==> src/rtl/alu_pkg.sv <==
// alu_pkg: shared definitions for the sequential ALU.
//   OP_W    : opcode width
//   op_e    : opcode encoding
//   state_e : top-level FSM states
package alu_pkg;

  localparam int OP_W = 4;

  typedef enum logic [OP_W-1:0] {
    OP_ADD = 4'b0000,
    OP_SUB = 4'b0001,
    OP_MUL = 4'b0010,
    OP_DIV = 4'b0011,
    OP_AND = 4'b0100,
    OP_OR  = 4'b0101,
    OP_XOR = 4'b0110,
    OP_SHL = 4'b0111,
    OP_SHR = 4'b1000
  } op_e;

  typedef enum logic [1:0] {
    ST_IDLE = 2'd0,
    ST_MUL  = 2'd1,
    ST_DIV  = 2'd2,
    ST_DONE = 2'd3
  } state_e;

endpackage

==> src/rtl/alu_iter_core.sv <==
// alu_iter_core: shared iterative datapath, one step per cycle for WIDTH cycles.
//   MUL: shift-add, hi:lo starts as 0:a, ends as the 2W product.
//   DIV: restoring division, hi:lo starts as 0:a, ends as remainder:quotient.
// Ports:
//   clk, rst   : clock, synchronous active-high reset
//   start_i    : load operands and begin (ignored while busy)
//   is_div_i   : 1 = divide, 0 = multiply (captured on start_i)
//   a_i, b_i   : multiplier/dividend, multiplicand/divisor
//   done_o     : the current cycle performs the final step
//   result_o   : value the final step produces (valid while done_o)
module alu_iter_core #(
  parameter int WIDTH = 8
) (
  input  logic               clk,
  input  logic               rst,
  input  logic               start_i,
  input  logic               is_div_i,
  input  logic [WIDTH-1:0]   a_i,
  input  logic [WIDTH-1:0]   b_i,
  output logic               done_o,
  output logic [2*WIDTH-1:0] result_o
);

  localparam int CNT_W = $clog2(WIDTH);

  logic [WIDTH-1:0] hi_q, hi_d, lo_q, lo_d, b_q;
  logic             div_q, busy_q;
  logic [CNT_W-1:0] cnt_q;
  logic [WIDTH:0]   sum, shifted, diff;

  always_comb begin
    // Multiply step: conditionally add multiplicand, then shift hi:lo right.
    sum     = {1'b0, hi_q} + (lo_q[0] ? {1'b0, b_q} : '0);
    // Divide step: shift remainder:dividend left, trial-subtract divisor.
    shifted = {hi_q, lo_q[WIDTH-1]};
    diff    = shifted - {1'b0, b_q};
    hi_d    = '0;
    lo_d    = '0;
    if (div_q) begin
      // Remainder stays below the divisor, so W bits always suffice.
      if (!diff[WIDTH]) begin
        hi_d = diff[WIDTH-1:0];
        lo_d = {lo_q[WIDTH-2:0], 1'b1};
      end else begin
        hi_d = shifted[WIDTH-1:0];
        lo_d = {lo_q[WIDTH-2:0], 1'b0};
      end
    end else begin
      hi_d = sum[WIDTH:1];
      lo_d = {sum[0], lo_q[WIDTH-1:1]};
    end
  end

  assign done_o   = busy_q && (cnt_q == '0);
  assign result_o = {hi_d, lo_d};

  always_ff @(posedge clk) begin
    if (rst) begin
      hi_q   <= '0;
      lo_q   <= '0;
      b_q    <= '0;
      div_q  <= 1'b0;
      busy_q <= 1'b0;
      cnt_q  <= '0;
    end else if (start_i && !busy_q) begin
      hi_q   <= '0;
      lo_q   <= a_i;
      b_q    <= b_i;
      div_q  <= is_div_i;
      busy_q <= 1'b1;
      cnt_q  <= CNT_W'(WIDTH - 1);
    end else if (busy_q) begin
      hi_q  <= hi_d;
      lo_q  <= lo_d;
      cnt_q <= cnt_q - CNT_W'(1);
      if (cnt_q == '0) busy_q <= 1'b0;
    end
  end

endmodule

==> src/rtl/alu_seq.sv <==
// alu_seq: multi-cycle ALU with valid/ready on both sides.
//   Single-cycle ops (add/sub/logic/shift/errors) register their result on
//   the accepting edge; MUL/DIV run WIDTH steps in alu_iter_core first.
// Ports:
//   clk, rst            : clock, synchronous active-high reset
//   in1, in2, op        : operands and opcode, captured on acceptance
//   in_valid / in_ready : request handshake (in_ready = idle)
//   out, zero, error    : registered result and flags
//   out_valid/out_ready : result handshake (out_valid = done)
module alu_seq
  import alu_pkg::*;
#(
  parameter int WIDTH = 8
) (
  input  logic               clk,
  input  logic               rst,
  input  logic [WIDTH-1:0]   in1,
  input  logic [WIDTH-1:0]   in2,
  input  logic [OP_W-1:0]    op,
  input  logic               in_valid,
  output logic               in_ready,
  output logic [2*WIDTH-1:0] out,
  output logic               zero,
  output logic               error,
  output logic               out_valid,
  input  logic               out_ready
);

  localparam int SH_W = $clog2(WIDTH);

  state_e             state_q, state_d;
  logic [2*WIDTH-1:0] out_q, out_d;
  logic               zero_q, zero_d, error_q, error_d;
  logic [2*WIDTH-1:0] single_res;
  logic               single_err;
  logic               core_start, core_is_div, core_done;
  logic [2*WIDTH-1:0] core_result;
  op_e                op_sel;

  assign op_sel = op_e'(op);

  // Results for every op that completes on the accepting edge.
  always_comb begin
    single_res = '0;
    single_err = 1'b0;
    case (op_sel)
      OP_ADD: single_res = {{(WIDTH-1){1'b0}}, {1'b0, in1} + {1'b0, in2}};
      OP_SUB: single_res = {{WIDTH{in1 < in2}}, in1 - in2};
      OP_AND: single_res = {{WIDTH{1'b0}}, in1 & in2};
      OP_OR:  single_res = {{WIDTH{1'b0}}, in1 | in2};
      OP_XOR: single_res = {{WIDTH{1'b0}}, in1 ^ in2};
      OP_SHL: single_res = {{WIDTH{1'b0}}, in1 << in2[SH_W-1:0]};
      OP_SHR: single_res = {{WIDTH{1'b0}}, in1 >> in2[SH_W-1:0]};
      OP_MUL: single_res = '0;
      OP_DIV: single_err = 1'b1;  // only reaches this path when in2 == 0
      default: single_err = 1'b1;
    endcase
  end

  always_comb begin
    state_d     = state_q;
    out_d       = out_q;
    zero_d      = zero_q;
    error_d     = error_q;
    core_start  = 1'b0;
    core_is_div = 1'b0;
    case (state_q)
      ST_IDLE: begin
        if (in_valid) begin
          if (op_sel == OP_MUL) begin
            core_start = 1'b1;
            state_d    = ST_MUL;
          end else if (op_sel == OP_DIV && in2 != '0) begin
            core_start  = 1'b1;
            core_is_div = 1'b1;
            state_d     = ST_DIV;
          end else begin
            out_d   = single_res;
            zero_d  = (single_res == '0);
            error_d = single_err;
            state_d = ST_DONE;
          end
        end
      end
      ST_MUL, ST_DIV: begin
        if (core_done) begin
          out_d   = core_result;
          zero_d  = (core_result == '0);
          error_d = 1'b0;
          state_d = ST_DONE;
        end
      end
      ST_DONE: begin
        if (out_ready) state_d = ST_IDLE;
      end
      default: state_d = ST_IDLE;
    endcase
  end

  always_ff @(posedge clk) begin
    if (rst) begin
      state_q <= ST_IDLE;
      out_q   <= '0;
      zero_q  <= 1'b0;
      error_q <= 1'b0;
    end else begin
      state_q <= state_d;
      out_q   <= out_d;
      zero_q  <= zero_d;
      error_q <= error_d;
    end
  end

  alu_iter_core #(.WIDTH(WIDTH)) u_core (
    .clk      (clk),
    .rst      (rst),
    .start_i  (core_start),
    .is_div_i (core_is_div),
    .a_i      (in1),
    .b_i      (in2),
    .done_o   (core_done),
    .result_o (core_result)
  );

  assign in_ready  = (state_q == ST_IDLE);
  assign out_valid = (state_q == ST_DONE);
  assign out       = out_q;
  assign zero      = zero_q;
  assign error     = error_q;

endmodule

==> config.mk <==
export PLATFORM = sky130hd
export DESIGN_NAME = alu_seq
export DESIGN_NICKNAME = d
export VERILOG_FILES = /design/src/rtl/alu_pkg.sv /design/src/rtl/alu_iter_core.sv /design/src/rtl/alu_seq.sv
export SDC_FILE = /design/constraint.sdc
export NUM_CORES = 1
export LEC_CHECK = 0
export CAP_MARGIN = 40
export CORE_ASPECT_RATIO = 0.6
export CORE_MARGIN = 4
export CORE_UTILIZATION = 50
export DETAILED_ROUTE_END_ITERATION = 8
export PLACE_DENSITY = 0.68
export SYNTH_ARGS = -nofsm -noshare
export SYNTH_HDL_FRONTEND = slang
export SYNTH_HIERARCHICAL = 1
export SYNTH_SLANG_ARGS = --single-unit
==> constraint.sdc <==
create_clock -name clk -period 10.4 [get_ports clk]
set_input_delay 3.12 -clock clk [delete_from_list [all_inputs] [get_ports clk]]
set_output_delay 3.12 -clock clk [all_outputs]
set_load 0.01 [all_outputs]
======== Yosys cells after proc, flatten, opt, wreduce, memory -nomap -nowiden ========
Cells that the tools add are included.
storage, ports and cells
  RAM bits ................................ 0
  input port bits ......................... 24
  bits in read-only memories .............. 0
  flip-flop bits (word level) ............. 49
  memories ................................ 0
  word-level logic and storage cells ...... 96
  bits in latches ......................... 0
operators by class
  order comparisons ....................... 1
  shifts and indexed selects .............. 2
  multiply operators ...................... 0
  $add $sub $neg .......................... 5
  reductions and logical operators ........ 17
  eq/ne operators ......................... 16
  bitwise operators ....................... 3
  mux-type cells .......................... 42
  div/mod/pow operators ................... 0
operators by type and width
  cell                  count
  $pmux W16 S7          1
  $mux W16              4
  $mux W8               6
  $logic_not A16 Y1     2
  $pmux W16 S2          1
  $mux W1               21
  $eq A4 B3 Y1 const B  4
  $add A8 B8 Y9         1
  $add A8 B9 Y9         1
  $sub A9 B8 Y9         1
  $and A8 B8 Y8         1
  $eq A4 B2 Y1 const B  2
  $lt A8 B8 Y1          1
  $mux W2               4
  $ne A2 B2 Y1 const B  4
  $or A8 B8 Y8          1
  $reduce_bool A8 Y1    1
  $shl A8 B3 Y8         1
  $shr A8 B3 Y8         1
  $sub A8 B8 Y8         1
  $xor A8 B8 Y8         1
  $reduce_or A7 Y1      1
  $mux W3               2
  $pmux W2 S3           1
  16 further kinds      22

======== Logic depth before layout (Yosys ltp) ========
Gate-level depths: netlist of run 1.
  word-level depth ........................ 8
  gate-level depth with buffers ........... 17
  mapped depth without buffers ............ 16

======== Cells and area by module ========
The synthesis of run 1 kept the hierarchy.
modules (own cells, without submodules)
  module         times used  area each (um^2)  sequential area each (um^2)  cells an instance
  alu_seq        1           2691.3            400.4                        364
  alu_iter_core  1           2250.9            580.6                        283

======== Least setup slack after synthesis of run 1 ========
Ideal clock, no wire load.
  path kind ............................... input port to flip-flop
  from .................................... input op[2]
  to ...................................... register u_core.b_q[0]
  required time ........................... 10.268 ns
  setup time .............................. 0.132 ns
  setup slack ............................. 5.110 ns
  arrival time ............................ 5.158 ns
  stages .................................. 9
  cell sequence ........................... buf_2 -> or3b_2 -> a211o_2 -> a21oi_1 -> clkbuf_1 -> buf_1 -> nand2_1 -> nand2_1 -> a21oi_1
between the ends
  longest elaborated chain between the ends .. 7
  elaborated cells on any way between the ends .. 8
  classes of those cells .................. eq/ne (2); mux (4); reduce/logical (2)
ends and longest elaborated chain
  what                    line                 text
  start: declaration      alu_seq.sv:19        input logic [OP_W-1:0] op,
  $eq A4 B2 Y1            alu_seq.sv:73        end else if (op_sel == OP_DIV && in2 != '0) begin
  $logic_and A1 B1 Y1     alu_seq.sv:73
  $mux W1                 alu_seq.sv:73
  $mux W1 *               alu_seq.sv:70        if (op_sel == OP_MUL) begin
  $mux W1 *               alu_seq.sv:69        if (in_valid) begin
  $mux W1 *               alu_seq.sv:67        case (state_q)
  named net core_start    alu_seq.sv:36        logic core_start, core_is_div, core_done;
  $logic_and A1 B1 Y1 *   alu_iter_core.sv:65  end else if (start_i && !busy_q) begin
  end signal: assignment  alu_iter_core.sv:68  b_q <= b_i;
  end: declaration        alu_iter_core.sv:26  logic [WIDTH-1:0] hi_q, hi_d, lo_q, lo_d, b_q;
The timed path passes the listed nets; every way through them passes the cells marked *.
A chain may end at the register's enable or synchronous reset.

======== Final worst setup path of run 1 ========
  from .................................... input in2[1]
  to ...................................... register out_q[7] (netlist: out[7])
between the ends
  longest elaborated chain between the ends .. 6
  elaborated cells on any way between the ends .. 13
  classes of those cells .................. add/sub (2); eq/ne (1); shift (2); mux (5); reduce/logical (3)
ends and longest elaborated chain
  what                                   line            text
  start: declaration                     alu_seq.sv:18   input logic [WIDTH-1:0] in2,
  $sub A8 B8 Y8 (tied with other cells)  alu_seq.sv:48   OP_SUB: single_res = {{WIDTH{in1 < in2}}, in1 - in2};
  $pmux W16 S7                           alu_seq.sv:46   case (op_sel)
  $mux W16                               alu_seq.sv:73
  $mux W16                               alu_seq.sv:70
  $mux W16                               alu_seq.sv:69
  $pmux W16 S2                           alu_seq.sv:67
  end signal: assignment                 alu_seq.sv:108  out_q <= out_d;
  end: declaration                       alu_seq.sv:32   logic [2*WIDTH-1:0] out_q, out_d;
Parallel ways exist; a longest one is shown, timed or not. The select of a mux whose other input is x is not followed.

==> flow_summary.yaml, run 1 <==
outcome:
  outcome: "completed"
route:
  vias_per_cell: 6.21
  vias: 4957
  post-route-drc-count: 0
  wl_per_cell_um: 19.3
  drt_pre_antenna_iters: 5
  ant_nets: 0
  wirelength_mm: 15.4
  drtIter0Drc: 635
placed_design:
  hpwl_mm: 12.1
  placed_cells: 789
  place_congestion: 1.01
  io_buffer_count: 43
clock_network:
  cts_hold_buf: 0
  cts_tree: "done"
  h-tree-depth: 2
  cts.sinks: 49
  cts_buffers: 5
  clockBufferDepth: 2
  post_cts_buffers: 0
  root_buffer: "clkbuf_16"
  clkTransAtPathRegs_ns: 0.07
  clock_latency_ns: 0.30
  post_cts_resized: 0
finish:
  final_util: 0.592
  syn_to_final_growth_pct: 12.6
  final_net_count: 739
  final_common_cell: "nand2_1"
  final_cells: 798
  most-common-layout-cells: "71 x nand2_1, 53 x a21oi_1, 52 x nor2_1, 49 x dfxtp_1, 48 x inv_1"
  drive_above_1_share: 0.0705
  fill_cells: 906
global_route:
  grt_pass1_vias: 4351
  antenna_found_initial: 1
  grt_overflow_total: 0
  grt_pass1_wl_mm: 24.0
  grt_max_degree: 50
  grtUsageTotal: 0.261
synth:
  yosys_register_bits: 49
  netlist_instances: 647
  synthArstFlopShare: 0
  yosysWarnings: 6
  yosysSeqAreaShare: 0.198
  ys_types: 77
  synth_edf_count: 0
  synth_nets: 720
  avgSynthCellArea_um2: 7.64
  syn-cell-area_mm2: 0.00494
  synth_flop_cell: "dfxtp_1"
timing:
  finalSetupTns_ns: 0
  drv_slew: 0
  fin_crit_sh: 0.597
  grt_setup_unrepaired: "no"
  fin_skew_ns: 0.00751
  max_freq_mhz: 161
  tightestPinTransition_ns: 0.933
  setup_viol: 0
  min_period_ns: 6.20
  max_slew_margin: 0.378
  final_hold_viol_count: 0
pwr:
  leakagePower_nw: 2.23
  power.density_mw_per_mm2: 164
  ir_worst_vdd_mv: 0.137
die:
  start_util: 0.526
  die_w_um: 136
  die_h_um: 85.0
  core_area_mm2: 0.00939
  core.rowCount: 27
  io_pins: 44
  dieArea_mm2: 0.0116
critical_path:
  start_kind: "input pin"
  crit_chain: "clkdlybuf4s50_1 -> inv_2 -> ha_1 -> a211oi_1 -> o21a_1 -> o31ai_1 -> a221oi_1 -> xnor2_1 -> a2111oi_0 -> nor3_1"
  crit_fanout: 20
  critPathKind: "input pin to register"
  required_ns: 10.56
  cp-end-kind: "register"
  cp.arrival_ns: 6.36
  slowest_stage: "clkdlybuf4s50_1"
  slowest_delay_ns: 0.95
job:
  drv_cap: 0
hold_path:
  min_path_type: "register to register"
## flip-flops by register name, indices dropped and copies added, names as in the netlist
| signal | count |
|---|---|
| u_core/div_q | 1 |
| out | 16 |
| u_core/cnt_q | 3 |
| u_core/b_q | 8 |
| zero | 1 |
| u_core/lo_q | 8 |
| u_core/busy_q | 1 |
| state_q | 2 |
| error | 1 |
| u_core/hi_q | 8 |
## per-layer routing
| metal | routed length (um) | vias to the layer above | share of wire | track usage |
|---|---|---|---|---|
| li1 | - | 2381 | - | - |
| met1 | 7710 | 2305 | 0.50 | 0.417 |
| met2 | 5460 | 255 | 0.36 | 0.322 |
| met3 | 2090 | 14 | 0.14 | 0.113 |
| met4 | 88 | 2 | 0.0057 | 0.0265 |
| met5 | 13 | - | 0.00085 | 0 |
## logic make-up (layout without fill, tap and decap cells)
| logic type | after synthesis | in the layout | synth area share |
|---|---|---|---|
| adder cells (fa/ha/maj) | 49 | 49 | 0.130 |
| other | 0 | 1 | 0 |
| AO/OA/AOI/OAI | 187 | 187 | 0.260 |
| buffers and inverters | 88 | 108 | 0.0762 |
| XOR/XNOR | 12 | 12 | 0.0213 |
| AND/OR/NAND/NOR | 227 | 227 | 0.228 |
| multiplexers | 35 | 35 | 0.0856 |
| flip-flops | 49 | 49 | 0.198 |
## final timing paths
| path | to | cells after the start | from | slack (ns) |
|---|---|---|---|---|
| min | out[8]$_SDFFE_PP0P_ | 2 | out[8]$_SDFFE_PP0P_ | 0.45 |
| max | out[7]$_SDFFE_PP0P_ | 10 | in2[1] | 4.20 |
| min reg2reg | out[8]$_SDFFE_PP0P_ | 2 | out[8]$_SDFFE_PP0P_ | 0.45 |
| max reg2reg | zero$_SDFFE_PP0P_ | 15 | u_core/lo_q[7]$_SDFFE_PP0P_ | 6.50 |
## layout make-up
class | count | area, um^2 | area share
Tap cell | 130 | 163 | 0.0292
Timing Repair Buffer | 51 | 498 | 0.0895
Clock inverter | 3 | 25.0 | 0.00450
Sequential cell | 49 | 981 | 0.176
Antenna cell | 1 | 2.50 | 0.000450
Inverter | 49 | 184 | 0.0331
Multi-Input combinational cell | 510 | 3580 | 0.644
Clock buffer | 5 | 125 | 0.0225
## power breakdown
part / total [W] / internal (W) / switching (W)
clock network: 0.000166 / 0.0000905 / 0.0000760
registers: 0.000251 / 0.000227 / 0.0000243
logic: 0.000497 / 0.000205 / 0.000292
total: 0.000914 / 0.000522 / 0.000393
## critical path, delay by kind of cell
kind / cells / cell delay [ns]
compound gates: 5 / 1.33
buf+inv: 2 / 1.24
fa+ha+maj: 1 / 0.42
xor+xnor: 1 / 0.14
simple gates: 1 / 0.10
## cell usage after synthesis, drive strengths merged (6+ instances only)
| cell type | n | area [um^2] |
|---|---|---|
| nor2b | 8 | 50.1 |
| a21oi | 53 | 265 |
| nor2 | 52 | 195 |
| mux2i | 22 | 220 |
| nand2b | 20 | 125 |
| or3 | 7 | 43.8 |
| xnor2 | 7 | 61.3 |
| mux2 | 8 | 90.1 |
| nand3 | 7 | 40.0 |
| o21ai | 33 | 169 |
| o211ai | 10 | 75.1 |
| dfxtp | 49 | 981 |
| inv | 49 | 184 |
| a211oi | 28 | 220 |
| ha | 45 | 563 |
| and2 | 10 | 62.6 |
| nor3 | 19 | 100 |
| buf | 21 | 125 |
| nand3b | 6 | 45.0 |
| nand2 | 71 | 267 |
| clkbuf | 18 | 67.6 |
## stage by stage
step                      power, W  worst slack (ns)  area (um^2)  hold WS, ns
final                     0.000914              4.20         5560        0.454
after global routing      0.000975              3.93         5560        0.485
after CTS                 0.000906              4.21         5560        0.456
after detailed placement  0.000741              3.89         5410        0.448
after global placement    0.000732              3.93         5400        0.439
after floorplan           0.000587              5.11         4940        0.445
(Power assumes the default switching activity.)
==> inputs of run 2 (changes only) <==
--- a/config.mk
+++ b/config.mk
@@ -10,7 +10,7 @@
 export CORE_MARGIN = 4
 export CORE_UTILIZATION = 50
 export DETAILED_ROUTE_END_ITERATION = 8
-export PLACE_DENSITY = 0.68
+export PLACE_DENSITY = 0.7
 export SYNTH_ARGS = -nofsm -noshare
 export SYNTH_HDL_FRONTEND = slang
 export SYNTH_HIERARCHICAL = 1
==> constraint.sdc (replaced) <==
create_clock -name clk -period 5.2 [get_ports clk]
set_input_delay 1.56 -clock clk [delete_from_list [all_inputs] [get_ports clk]]
set_output_delay 1.56 -clock clk [all_outputs]
set_load 0.01 [all_outputs]
==> run 2 against run 1 <==
  * Critical path depth unchanged
  * Sequential share of layout area decreased by 0.12 points
  * Utilization increased by 0.41 points
  * Global-route usage increased by 1.9 points
  * Via count increased by 4.1%
  * Register-to-register slack got worse by 5.3 ns
  * Largest power group unchanged
  * Non-clock buffer count increased by 6
  * Critical endpoint unchanged
==> flow_summary.yaml, run 2 (same netlist as run 1, synthesis figures left out) <==
die:
  die_w_um: 136
  start_util: 0.526
  dieArea_mm2: 0.0116
  io_pins: 44
  core.rowCount: 27
  die_h_um: 85.0
  core_area_mm2: 0.00939
global_route:
  grt_pass1_vias: 4603
  grt_overflow_total: 0
  antenna_found_initial: 0
  grt_max_degree: 49
  grt_pass1_wl_mm: 25.5
  grtUsageTotal: 0.280
pwr:
  leakagePower_nw: 2.26
  p_int_w: 0.00106
  power.density_mw_per_mm2: 334
  netSwitchingFraction: 0.435
  clkPwrFrac: 0.178
  pwr-share-seq: 0.277
  switchingPower_w: 0.000812
  power_w: 0.00187
  power_frac_comb: 0.545
  ir_worst_vdd_mv: 0.330
timing:
  tightestPinTransition_ns: 0.928
  max_freq_mhz: 216
  max_slew_margin: 0.381
  drv_slew: 0
  final_hold_viol_count: 0
  fin_crit_sh: 0.889
  setup_viol: 0
  fin_ws_ns: 0.577
  finalSetupTns_ns: 0
  whs_ns: 0.459
  fin_skew_ns: 0.00945
  grt_setup_unrepaired: "no"
  min_period_ns: 4.62
outcome:
  outcome: "completed"
placed_design:
  placed_area_mm2: 0.00545
  hpwl_mm: 12.6
  dpl_worst_slack_ns: 0.362
  place_congestion: 0.988
  io_buffer_count: 43
clock_network:
  post_cts_buffers: 0
  clockBufferDepth: 2
  clkTransAtPathRegs_ns: 0.07
  post_cts_resized: 0
  root_buffer: "clkbuf_16"
  cts_buffers: 5
  clock_latency_ns: 0.29
  cts_hold_buf: 0
  cts.sinks: 49
  cts_tree: "done"
  h-tree-depth: 2
critical_path:
  slowest_delay_ns: 0.75
  slowest_stage: "clkdlybuf4s50_1"
  crit_fanout: 10
  required_ns: 5.36
  critPathTopFamily: "compound AO/OA/AOI/OAI gates"
  path_buf_inv: 2
  cp-end-kind: "register"
  start_kind: "input pin"
  critPathKind: "input pin to register"
  crit_chain: "clkdlybuf4s50_1 -> inv_1 -> ha_1 -> a211oi_1 -> o21a_1 -> o31ai_1 -> a221oi_1 -> xnor2_1 -> a2111oi_0 -> nor3_1"
  cp.arrival_ns: 4.79
hold_path:
  min_path_type: "register to register"
route:
  wl_per_cell_um: 20.3
  post-route-drc-count: 0
  vias: 5160
  vias_per_cell: 6.43
  ant_nets: 0
  wirelength_mm: 16.3
  drt_pre_antenna_iters: 5
  drtIter0Drc: 768
finish:
  final_common_cell: "nand2_1"
  final_net_count: 745
  fill_cells: 871
  diodes: 0
  drive_above_1_share: 0.0788
  most-common-layout-cells: "71 x nand2_1, 53 x a21oi_1, 52 x nor2_1, 49 x dfxtp_1, 48 x inv_1"
  syn_to_final_growth_pct: 13.3
  final_area_mm2: 0.00560
  largest_reg_flops: 16
job:
  drv_cap: 0
## run 2: routing by layer
metal,global-route usage,part of all wire
met5,0,0
met4,0.0302,0.0074
met3,0.0812,0.14
met2,0.359,0.37
met1,0.459,0.49
## run 2: power by group through the flow
stage / Sequential (W) / Combinational (W) / Clock (W)
after floorplan: 0.000525 / 0.000650 / 0
after global placement: 0.000518 / 0.000978 / 0
after detailed placement: 0.000522 / 0.000996 / 0
after CTS: 0.000513 / 0.00100 / 0.000337
after global routing: 0.000525 / 0.00111 / 0.000357
final: 0.000517 / 0.00102 / 0.000333
## run 2: final cells by class
cell class | count | area, um^2 | share of cell area
Clock buffer | 5 | 125 | 0.0223
Multi-Input combinational cell | 510 | 3580 | 0.640
Tap cell | 130 | 163 | 0.0290
Timing Repair Buffer | 57 | 539 | 0.0963
Inverter | 49 | 184 | 0.0328
Sequential cell | 49 | 981 | 0.175
Clock inverter | 3 | 25.0 | 0.00447
## run 2: tightest hold or removal path: stages (launching register included)
cell,delay (ns)
dfxtp_1,0.31
nand2_1,0.05
a21oi_1,0.05
## run 2: worst paths after layout
kind | from | to | slack (ns) | cells after the start
max | in1[1] | out[7]$_SDFFE_PP0P_ | 0.58 | 10
min | error$_SDFFE_PP0P_ | error$_SDFFE_PP0P_ | 0.46 | 2
max reg2reg | u_core/lo_q[7]$_SDFFE_PP0P_ | zero$_SDFFE_PP0P_ | 1.21 | 15
min reg2reg | error$_SDFFE_PP0P_ | error$_SDFFE_PP0P_ | 0.46 | 2
## run 2: through the flow
| stage | cells | util |
|---|---|---|
| after floorplan | 647 | - |
| after global placement | 794 | 0.579 |
| after detailed placement | 795 | 0.580 |
| after CTS | 803 | 0.596 |
| after global routing | 803 | 0.596 |
| final | 803 | 0.596 |
